## config.mk

```make
export PLATFORM = sky130hd
export DESIGN_NAME = alu_arbiter
export DESIGN_NICKNAME = d
export VERILOG_FILES = /design/src/rtl/alu_arbiter.sv
export SDC_FILE = /design/constraint.sdc
export NUM_CORES = 1
export LEC_CHECK = 0
export BUFFER_PORTS_ARGS = -buffer_cell sky130_fd_sc_hd__buf_4
export CORE_ASPECT_RATIO = 0.9
export CORE_MARGIN = 3
export CORE_UTILIZATION = 40
export DETAILED_ROUTE_END_ITERATION = 12
export PLACE_DENSITY_LB_ADDON = 0.3
export SETUP_SLACK_MARGIN = 0.3
export SYNTH_ARGS = -nofsm -noshare
export SYNTH_HDL_FRONTEND = slang
export SYNTH_SLANG_ARGS = --single-unit
```

## constraint.sdc

```tcl
create_clock -name clk -period 1.9 [get_ports clk]
set_input_delay 0.57 -clock clk [delete_from_list [all_inputs] [get_ports clk]]
set_output_delay 0.57 -clock clk [all_outputs]
set_load 0.005 [all_outputs]
```

## src/rtl/alu_arbiter.sv

```systemverilog
// Round-robin arbiter sharing one external combinational ALU between two requesters.
// One transaction in flight: accept in IDLE, operands to ALU in EXEC, response held in RESP.
module alu_arbiter #(
  parameter int DATA_WIDTH = 32
) (
  input  logic                    clk,
  input  logic                    rst,
  input  logic [1:0]              req_valid,
  output logic [1:0]              req_ready,
  input  logic [2*DATA_WIDTH-1:0] req_a,
  input  logic [2*DATA_WIDTH-1:0] req_b,
  input  logic [7:0]              req_op,
  output logic [1:0]              rsp_valid,
  input  logic [1:0]              rsp_ready,
  output logic [DATA_WIDTH-1:0]   rsp_result,
  output logic [2:0]              rsp_flags,
  output logic [DATA_WIDTH-1:0]   alu_a,
  output logic [DATA_WIDTH-1:0]   alu_b,
  output logic [3:0]              alu_op,
  input  logic [DATA_WIDTH-1:0]   alu_result,
  input  logic                    alu_zero,
  input  logic                    alu_overflow,
  input  logic                    alu_carryout
);

  typedef enum logic [1:0] {IDLE, EXEC, RESP} state_t;

  state_t state;
  logic   grant;
  logic   last_grant;
  logic   sel;

  // On a tie the port that did not win last time is granted.
  always_comb begin
    req_ready = 2'b00;
    if (state == IDLE) begin
      case (req_valid)
        2'b01:   req_ready = 2'b01;
        2'b10:   req_ready = 2'b10;
        2'b11:   req_ready = last_grant ? 2'b01 : 2'b10;
        default: req_ready = 2'b00;
      endcase
    end
  end

  assign sel       = req_ready[1];
  assign rsp_valid = (state == RESP) ? (grant ? 2'b10 : 2'b01) : 2'b00;

  always_ff @(posedge clk) begin
    if (rst) begin
      state      <= IDLE;
      grant      <= 1'b0;
      last_grant <= 1'b1;
      alu_a      <= '0;
      alu_b      <= '0;
      alu_op     <= 4'b0000;
      rsp_result <= '0;
      rsp_flags  <= 3'b000;
    end else begin
      case (state)
        IDLE: begin
          if (req_ready != 2'b00) begin
            grant  <= sel;
            alu_a  <= sel ? req_a[2*DATA_WIDTH-1:DATA_WIDTH] : req_a[DATA_WIDTH-1:0];
            alu_b  <= sel ? req_b[2*DATA_WIDTH-1:DATA_WIDTH] : req_b[DATA_WIDTH-1:0];
            alu_op <= sel ? req_op[7:4] : req_op[3:0];
            state  <= EXEC;
          end
        end
        EXEC: begin
          rsp_result <= alu_result;
          rsp_flags  <= {alu_overflow, alu_carryout, alu_zero};
          state      <= RESP;
        end
        RESP: begin
          if (rsp_ready[grant]) begin
            last_grant <= grant;
            state      <= IDLE;
          end
        end
        default: state <= IDLE;
      endcase
    end
  end

endmodule

```

==> flow_summary.yaml <==
drt:
  drt-total-wl_um: 20500
  detailedRoute.firstIterationViolations: 631
  drt_drc_violations_left: 0
  detailedRoute.firstPassIterationCount: 5
  num_vias: 6080
  antenna_left: 0
  post_drt_wl_per_cell_um: 19.9
  vias_per_std_cell: 5.91
worst_hold_path:
  hold_class: "reg -> reg"
grt:
  grt_max_degree: 68
  grt_first_pass_wirelength_um: 26200
  track_usage: 0.244
  first_global_vias: 5103
  overflow: 0
  antenna_violations_before_repair: 0
floorplan:
  design.core.area_um2: 11600
  design.portCount: 284
  total_die_area_um2: 13400
  initial_core_utilization: 0.416
  chip_width_um: 122
  floorplan.rows: 37
  die_y_um: 110
cts:
  cts.clk_slew.worst_paths_ps: 70
  cts_inserted_buffers: 9
  tritoncts: "yes"
  cts_num_sinks: 107
  root_buffer: "clkbuf_16"
  cts_max_level: 3
  clock_tree.buffer_depth: 2
  clk_latency_ps: 350
cells_and_area:
  fraction_of_layout_instances_using_a_drive_strength_above_1: 0.452
  fin_nets: 1044
  layout-area-overhead-vs-synth_pct: 70.9
  insertedDiodeCount: 0
  layout.cell_area.non_filler_um2: 8230
  nFillCells: 889
synthesis:
  synthesis.yosys.warnings: 0
  most_common_flop_cell_mapped_by_yosys: "dfxtp_1"
  synthesis.area_per_instance_um2: 8.19
  synth_fp_nets: 765
  asyncSetResetFlopFracSynth: 0
  postSynthRegisterBits: 107
  syn_area_um2: 4820
  synth_cell_types: 27
  seq_area_frac_synth: 0.445
  count_of_flip_flops_with_a_built_in_enable_after_synthesis: 0
  synth_cells: 588
outcome:
  run_status: "completed"
sta:
  max_freq_ghz: 0.550
  relSlewSlack: 0.554
  rsz0062_at_grt: "true"
  timing.final.setup_violations: 0
  final.period_utilization: 0.957
  timing.final.hold_violations: 0
  setup-tns-final_ps: 0
  layout_min_cycle_time_ps: 1820
  final.setup_skew_ps: 9.50
  timing_worst_slew_pin_value_ps: 670
  number_of_max_slew_violations_in_the_final_report: 0
critical_path:
  crit_start: "last_grant"
  timing.setup.critical_path_class: "reg -> out"
  path_max_fanout: 3
  critPathArrivalTime_ps: 1250
  cp.required_ps: 1330
  reg2reg_setup_slack_ps: 90
  reg2reg_from: "state[0]"
  setup_crit_end_kind: "primary output"
  critPathLaunchType: "flop"
  worst_path_max_delay_cell: "dfxtp_4"
  r2r_end: "alu_b[16]"
  worstRegToRegCells: 8
  critical_path.cell_chain: "a211o_4, nor2_4, buf_6"
  critical_path.max_stage_delay_ps: 360
  setup.worst_path.end: "req_ready[1]"
power:
  p_per_area_nw_per_um2: 839
  max-vdd-ir-drop_mv: 0.510
  power.static_leakage_nw: 3.49
place:
  placedInstanceArea_um2: 7080
  hpwl_um: 12400
  numPortBuffers: 283
  place_congestion: 0.834
job:
  max_cap_violations: 0
-- Yosys cell counts, types with 2 or more instances --
cell | number | area [µm²]
and2_1 | 2 | 12.5
buf_6 | 2 | 22.5
clkbuf_1 | 61 | 229
nand4_1 | 68 | 425
buf_1 | 5 | 18.8
nor2b_1 | 4 | 25.0
a311oi_1 | 59 | 517
o21ai_1 | 40 | 200
nor2_1 | 3 | 11.3
a311oi_2 | 9 | 135
buf_2 | 10 | 50.1
a21oi_1 | 106 | 531
o21ai_0 | 29 | 145
nand2_1 | 71 | 267
dfxtp_1 | 107 | 2140
-- metal layers --
layer  wire length (µm)  GRT usage  vias to the layer above
li1                   -          -                     2800
met1               7810      0.299                     2849
met2              10200      0.429                      389
met3               1910     0.0546                       42
met4                527     0.0752                        0
met5                  0          0                        -
-- critical path, delay by kind of cell, from the launching register on --
family	cells	cell delay, ps
flops	1	360
compound gates	1	330
simple gates	1	110
buf+inv	1	110
-- report_power, final --
part | internal [W] | switching, W | total (W)
Clock | 0.00103 | 0.000872 | 0.00190
Sequential | 0.00249 | 0.000151 | 0.00264
Combinational | 0.00128 | 0.00108 | 0.00236
Total | 0.00480 | 0.00211 | 0.00691
-- sequential cells by signal, indices dropped and copies added, names as in the netlist --
name,count
alu_a,32
alu_b,32
alu_op,4
grant,1
last_grant,1
rsp_flags,3
rsp_result,32
state,2
-- logic make-up (layout without fill, tap and decap cells) --
family | count (synthesis) | count (layout) | share of synthesized area
DFF | 107 | 107 | 0.445
AOI/OAI and AO/OA | 247 | 247 | 0.324
and+or+nand+nor | 152 | 153 | 0.159
buffers and inverters | 81 | 364 | 0.0699
muxes | 1 | 1 | 0.00208
-- cell usage in the layout, fill, tap and decap left out, types with 2 or more instances in the layout --
| cell | n |
|---|---|
| a311oi_1 | 55 |
| inv_6 | 2 |
| buf_8 | 6 |
| clkinv_2 | 2 |
| nor2_4 | 2 |
| nand2_1 | 70 |
| a21oi_2 | 2 |
| nor2b_4 | 2 |
| buf_12 | 11 |
| dfxtp_4 | 3 |
| o21ai_1 | 43 |
| clkbuf_16 | 25 |
| and2_4 | 3 |
| o21ai_0 | 26 |
| buf_4 | 298 |
| nand4_1 | 68 |
| buf_6 | 15 |
| a21oi_1 | 104 |
| a311oi_2 | 13 |
| dfxtp_1 | 104 |
-- worst min path at each step --
stage	from	endpoint	slack, ps	depth (start not counted)
finish	rsp_result[9]	rsp_result[9]	460	2
global route	alu_result[23]	rsp_result[23]	470	3
CTS	alu_result[21]	rsp_result[21]	460	3
detailed placement	rsp_result[9]	rsp_result[9]	450	2
global placement	rsp_result[6]	rsp_result[6]	440	2
floorplan	rsp_flags[0]	rsp_flags[0]	450	2
-- layout make-up --
cell class                      instances  area (µm²)  area share
Timing Repair Buffer                  347        3140       0.382
Multi-Input combinational cell        401        2430       0.296
Inverter                                1        6.26    0.000760
Tap cell                              156         195      0.0237
Clock buffer                            9         225      0.0274
Sequential cell                       107        2150       0.262
Clock inverter                          7        73.8     0.00897
-- through the flow --
step                       util  worst slack [ps]  cells  hold WS [ps]  total power [W]
final                     0.711              81.2   1028           456          0.00691
after global placement    0.612              60.6    967           443          0.00442
after floorplan               -               116    588           453          0.00355
after CTS                 0.648              95.5    994           458          0.00638
after detailed placement  0.612              9.64    967           449          0.00446
after global routing      0.711              16.1   1028           470          0.00718
-- what timing repair did --
action | in CTS | in global routing
setup endpoints to repair | 4 | 73
pin swaps | 1 | 92
hold buffers | 0 | 0
cloned | 0 | 26
resized for setup | 11 | 39
setup buffers | 11 | 8
Power figures use the tool's default switching activity.
